$ cat src/rtl/gpr_dbg_ctrl.sv
// Debug register-file access: halts the core, performs one read/write on the debug port, returns a response.
// Latency 3 cycles from IDLE (2 from HOLD while halted); one request in flight, req_ready_o low until the response drains.
module gpr_dbg_ctrl #(
  parameter int TIMEOUT     = 64,
  parameter int HOLD_CYCLES = 16
) (
  input  logic        clk_i,
  input  logic        rst_i,
  input  logic        req_valid_i,
  output logic        req_ready_o,
  input  logic        req_we_i,
  input  logic [4:0]  req_addr_i,
  input  logic [31:0] req_wdata_i,
  output logic        resp_valid_o,
  input  logic        resp_ready_i,
  output logic [31:0] resp_rdata_o,
  output logic        resp_err_o,
  output logic        halt_req_o,
  input  logic        halted_i,
  output logic        jtag_en_o,
  output logic [4:0]  jtag_addr_o,
  output logic [31:0] jtag_data_o,
  input  logic [31:0] jtag_rdata_i
);

  localparam int CNT_MAX = (TIMEOUT > HOLD_CYCLES) ? TIMEOUT : HOLD_CYCLES;
  localparam int CW      = $clog2(CNT_MAX) + 1;
  localparam logic [CW-1:0] TO_LAST   = CW'(TIMEOUT - 1);
  localparam logic [CW-1:0] HOLD_LAST = CW'(HOLD_CYCLES - 1);

  typedef enum logic [2:0] {
    IDLE,
    HALT_WAIT,
    ACCESS,
    RESP,
    HOLD
  } state_t;

  state_t        state_q, state_d;
  logic [CW-1:0] cnt_q, cnt_d;
  logic          we_q, we_d;
  logic [4:0]    addr_q, addr_d;
  logic [31:0]   wdata_q, wdata_d;
  logic [31:0]   rdata_q, rdata_d;
  logic          err_q, err_d;
  logic          live_q;
  logic          req_fire;
  logic          wr_commit;

  // live_q keeps req_ready_o low while reset is held and for the first edge after it.
  always_ff @(posedge clk_i or posedge rst_i) begin
    if (rst_i) begin
      state_q <= IDLE;
      cnt_q   <= '0;
      we_q    <= 1'b0;
      addr_q  <= '0;
      wdata_q <= '0;
      rdata_q <= '0;
      err_q   <= 1'b0;
      live_q  <= 1'b0;
    end else begin
      state_q <= state_d;
      cnt_q   <= cnt_d;
      we_q    <= we_d;
      addr_q  <= addr_d;
      wdata_q <= wdata_d;
      rdata_q <= rdata_d;
      err_q   <= err_d;
      live_q  <= 1'b1;
    end
  end

  assign req_ready_o = live_q && ((state_q == IDLE) || (state_q == HOLD));
  assign req_fire    = req_valid_i && req_ready_o;
  assign wr_commit   = (state_q == ACCESS) && we_q && (addr_q != 5'd0);

  always_comb begin
    state_d = state_q;
    cnt_d   = cnt_q;
    we_d    = we_q;
    addr_d  = addr_q;
    wdata_d = wdata_q;
    rdata_d = rdata_q;
    err_d   = err_q;

    if (req_fire) begin
      we_d    = req_we_i;
      addr_d  = req_addr_i;
      wdata_d = req_wdata_i;
    end

    case (state_q)
      IDLE: begin
        if (req_fire) begin
          cnt_d   = '0;
          state_d = HALT_WAIT;
        end
      end
      HALT_WAIT: begin
        if (halted_i) begin
          state_d = ACCESS;
        end else if (cnt_q == TO_LAST) begin
          err_d   = 1'b1;
          rdata_d = '0;
          state_d = RESP;
        end else if (cnt_q != '1) begin
          cnt_d = cnt_q + CW'(1);
        end
      end
      ACCESS: begin
        rdata_d = (!we_q && (addr_q != 5'd0)) ? jtag_rdata_i : 32'd0;
        err_d   = 1'b0;
        state_d = RESP;
      end
      RESP: begin
        if (resp_ready_i) begin
          cnt_d   = '0;
          state_d = err_q ? IDLE : HOLD;
        end
      end
      HOLD: begin
        // A late request beats hold expiry.
        if (req_fire) begin
          cnt_d   = '0;
          state_d = halted_i ? ACCESS : HALT_WAIT;
        end else if (cnt_q == HOLD_LAST) begin
          state_d = IDLE;
        end else if (cnt_q != '1) begin
          cnt_d = cnt_q + CW'(1);
        end
      end
      default: state_d = IDLE;
    endcase
  end

  assign halt_req_o   = (state_q == HALT_WAIT) || (state_q == ACCESS) || (state_q == HOLD) ||
                        ((state_q == RESP) && !err_q);
  assign resp_valid_o = (state_q == RESP);
  assign resp_rdata_o = (state_q == RESP) ? rdata_q : 32'd0;
  assign resp_err_o   = (state_q == RESP) && err_q;
  assign jtag_en_o    = wr_commit;
  assign jtag_addr_o  = (state_q == ACCESS) ? addr_q : 5'd0;
  assign jtag_data_o  = wr_commit ? wdata_q : 32'd0;

endmodule

$ cat config.mk
export PLATFORM = sky130hd
export DESIGN_NAME = gpr_dbg_ctrl
export DESIGN_NICKNAME = d
export VERILOG_FILES = /design/src/rtl/gpr_dbg_ctrl.sv
export SDC_FILE = /design/constraint.sdc
export NUM_CORES = 1
export LEC_CHECK = 0
export BUFFER_PORTS_ARGS = -buffer_cell sky130_fd_sc_hd__buf_4
export CAP_MARGIN = 20
export CORE_MARGIN = 2
export CORE_UTILIZATION = 55
export CTS_BUF_LIST = sky130_fd_sc_hd__clkbuf_8
export CTS_CLUSTER_SIZE = 24
export DETAILED_ROUTE_END_ITERATION = 8
export PLACE_DENSITY = 0.88
export SETUP_SLACK_MARGIN = 0.15
export SLEW_MARGIN = 20
export SYNTH_ARGS = -nofsm -noshare
export SYNTH_HDL_FRONTEND = slang
export SYNTH_SLANG_ARGS = --single-unit
$ cat constraint.sdc
create_clock -name clk_i -period 4.4 [get_ports clk_i]
set_input_delay 0.66 -clock clk_i [delete_from_list [all_inputs] [get_ports clk_i]]
set_output_delay 0.66 -clock clk_i [all_outputs]
set_load 0.005 [all_outputs]
==> results.md <==
* Post-synthesis sequential area ratio at a little over half
* Die area at 7730 sq um
* CP Launch Point: state_q[1]$_DFFE_PP0P_
* Yosys warnings at 0
* Pwr dens at 594 nW/um^2
* Initial drt markers at between 150 and 200
* Syn_area_per_cell at approximately 12 sq um
* Final max-slew violation count at 0
* Startpoint Class: register
* Largest net degree at the start of global routing at 50
* Hold_ws at 429 ps
* Setup CP Type: register to primary output
* CTS tree: done
* Post-synth top cells: 82 x dfrtp_1, 38 x and2_1, 37 x mux2_2, 36 x and3_1, 32 x a22o_1
* Synth top area share at between 50% and 60%
* Placed cell areas at 5020 sq um
* First-pass GRT wire length at 14.8 mm
* Vias in the first global route at 3089
* Fin crit share at 84.6%
* Status: finished clean
* Die Ht at 87.9 um
* CTS Buf Count at 9
* Reg area at 2050 sq um
* Most instantiated library cell after synthesis: dfrtp_1
* GP Congestion at 0.836
* Setup TNS at 0 ps
* DRT Pass-1 Iters at 5
* WL final at about 9.4 mm
* Num rows at 30
* RSZ-0062 raised after global routing: no
* Setup crit end kind: primary output
* Area of the core at 6790 sq um
* Design area at 5220 sq um
* Setup violations, final at 0
* Final std cells w/o fill at 570
* Share of cells above drive strength 1 at 45.8%
* Period minus WS final at roughly 3700 ps
* Required @ worst endpoint at 3740 ps
* Initial Utilization at a little under three fifths
* Total chip power at about 3.1 mW
* Routed len/inst at between 15 and 20 um
* Port bufs at 148
* Chip width at 87.9 um
* Area of the multi-input gates at roughly 1700 sq um
* Crit Reg-Reg Startpoint: state_q[1]$_DFFE_PP0P_
* Slew headroom at 41.5%
* Cell variety after synth at 46
* Clock-pin slew on the worst setup and hold paths at 80 ps
* Number of placed cells counting well taps at 554
* Setup Buffers After CTS at 0
* Pre-CTS setup slack at 1050 ps
* Root Buffer: clkbuf_8
* Cell Area, Synth at approximately 3900 sq um
* Setup ws final at slightly below 700 ps
* Hold Crit Class: input port to asynchronous set/reset pin
* Least-Margin Pin Slew at 878 ps
* CP max FO at 48
* Layout Skew at 7.69 ps
* EDFF count, synth at 0
* Final #Nets at 545
* P_leak at 2.69 nW
* GRT Residual Overflow at 0
* Worst path arrival time at 3060 ps
* Hold Fails Final Rpt at 0
* Layout area overhead at 34.8%
* VDD IR max at roughly 0.3 mV
* Clk sinks at 82
* CTS Hold Bufs at 0
* Async set-or-reset flop fraction in the synthesized netlist at 100%
* Syn Nets at roughly 410
* #FFs+latches synth at 82
* Via/cell ratio at 5.51
* # IOs at 149
* Fill cell count at about 440
* DRC at 0
* Total track usage at about a quarter
* Worst skew pair latency at 350 ps
* Initial antenna violation count at 0
* Longest Clk Path Bufs at 2
* Max-Cap Viols at 0
* Antenna fix cells at 0
* Top cells by area, synth: dfrtp_1 53%, mux2_2 11%, a22o_1 7.2%
* Post-CTS Resized at 0
* H-Tree Depth at 3
* Yosys top cell by area: dfrtp_1
* Ys flop type: dfrtp_1
* Post-Route Utilization at 76.9%
* Via Count at between 3000 and 4000
* Remaining antenna violation count at 0
* Syn Inst Count at between 300 and 400
* HPWL after DPL at 6.77 mm
* Max Freq at 269 MHz
-- cell type report --
cell class                      instances  share of cell area, %
Clock buffer                           11                   2.90
Clock inverter                          5                   1.01
Inverter                                5                  0.383
Multi-Input combinational cell        219                   32.3
Sequential cell                        82                   39.3
Tap cell                               96                   2.30
Timing Repair Buffer                  152                   21.9
-- sequential cells by signal, summed over array words and instances (netlist names) --
register and cells:
live_q 1, rdata_q 32, err_q 1, state_q 3, addr_q 5, cnt_q 7, we_q 1, wdata_q 32
-- path summary, 6_finish.rpt --
kind / end / slack [ps] / depth (start not counted)
worst min register to register: rdata_q[31]$_DFFE_PP0P_ / 490 / 1
worst max-delay path: jtag_data_o[9] / 680 / 7
max in group asynchronous: wdata_q[12]$_DFFE_PP0P_ / 3060 / 3
worst min-delay path: wdata_q[15]$_DFFE_PP0P_ / 430 / 2
worst max register to register: rdata_q[2]$_DFFE_PP0P_ / 1950 / 5
min in group clk_i: rdata_q[31]$_DFFE_PP0P_ / 490 / 1
-- layer usage --
metal  part of all wire (%)  global-route usage, %  up-vias
met5                      0                      0        -
met4                    2.1                   10.2        0
met3                    9.4                   7.92       17
met2                     48                   39.9      136
met1                     40                   31.9     1516
li1                       -                      -     1469
-- kinds of logic (layout without fill, tap and decap cells) --
family	Yosys count	count (layout)	synth area share (%)
buffers and inverters	29	173	3.97
and+or+nand+nor	115	115	18.4
other	1	1	0.0968
muxes	37	37	10.8
adders and majority gates	1	1	0.323
xor gates and xnor gates	2	2	0.452
DFF	82	82	53.0
AOI/OAI and AO/OA	63	63	13.0
-- where the power goes --
part / switching (mW) / internal, mW / leakage [nW]
logic: 0.597 / 0.645 / 1.55
clock network: 0.259 / 0.290 / 0.105
registers: 0.207 / 1.11 / 1.03
-- critical path: stages, from the launching register on --
cell and delay (ps):
dfrtp_1 330, buf_4 380, nor3b_2 530, o21ai_1 230, nor2_1 650, buf_4 320, and2_1 160, buf_4 110
-- cell usage in the layout, fill, tap and decap left out, drive strengths merged, types with 11 or more instances in the layout --
master | netlist | routed
a22o | 32 | 32
and2 | 38 | 38
and3 | 36 | 36
buf | 17 | 152
clkbuf | 7 | 11
dfrtp | 82 | 82
mux2 | 37 | 37
nor2 | 11 | 11
(Power assumes the default switching activity.)
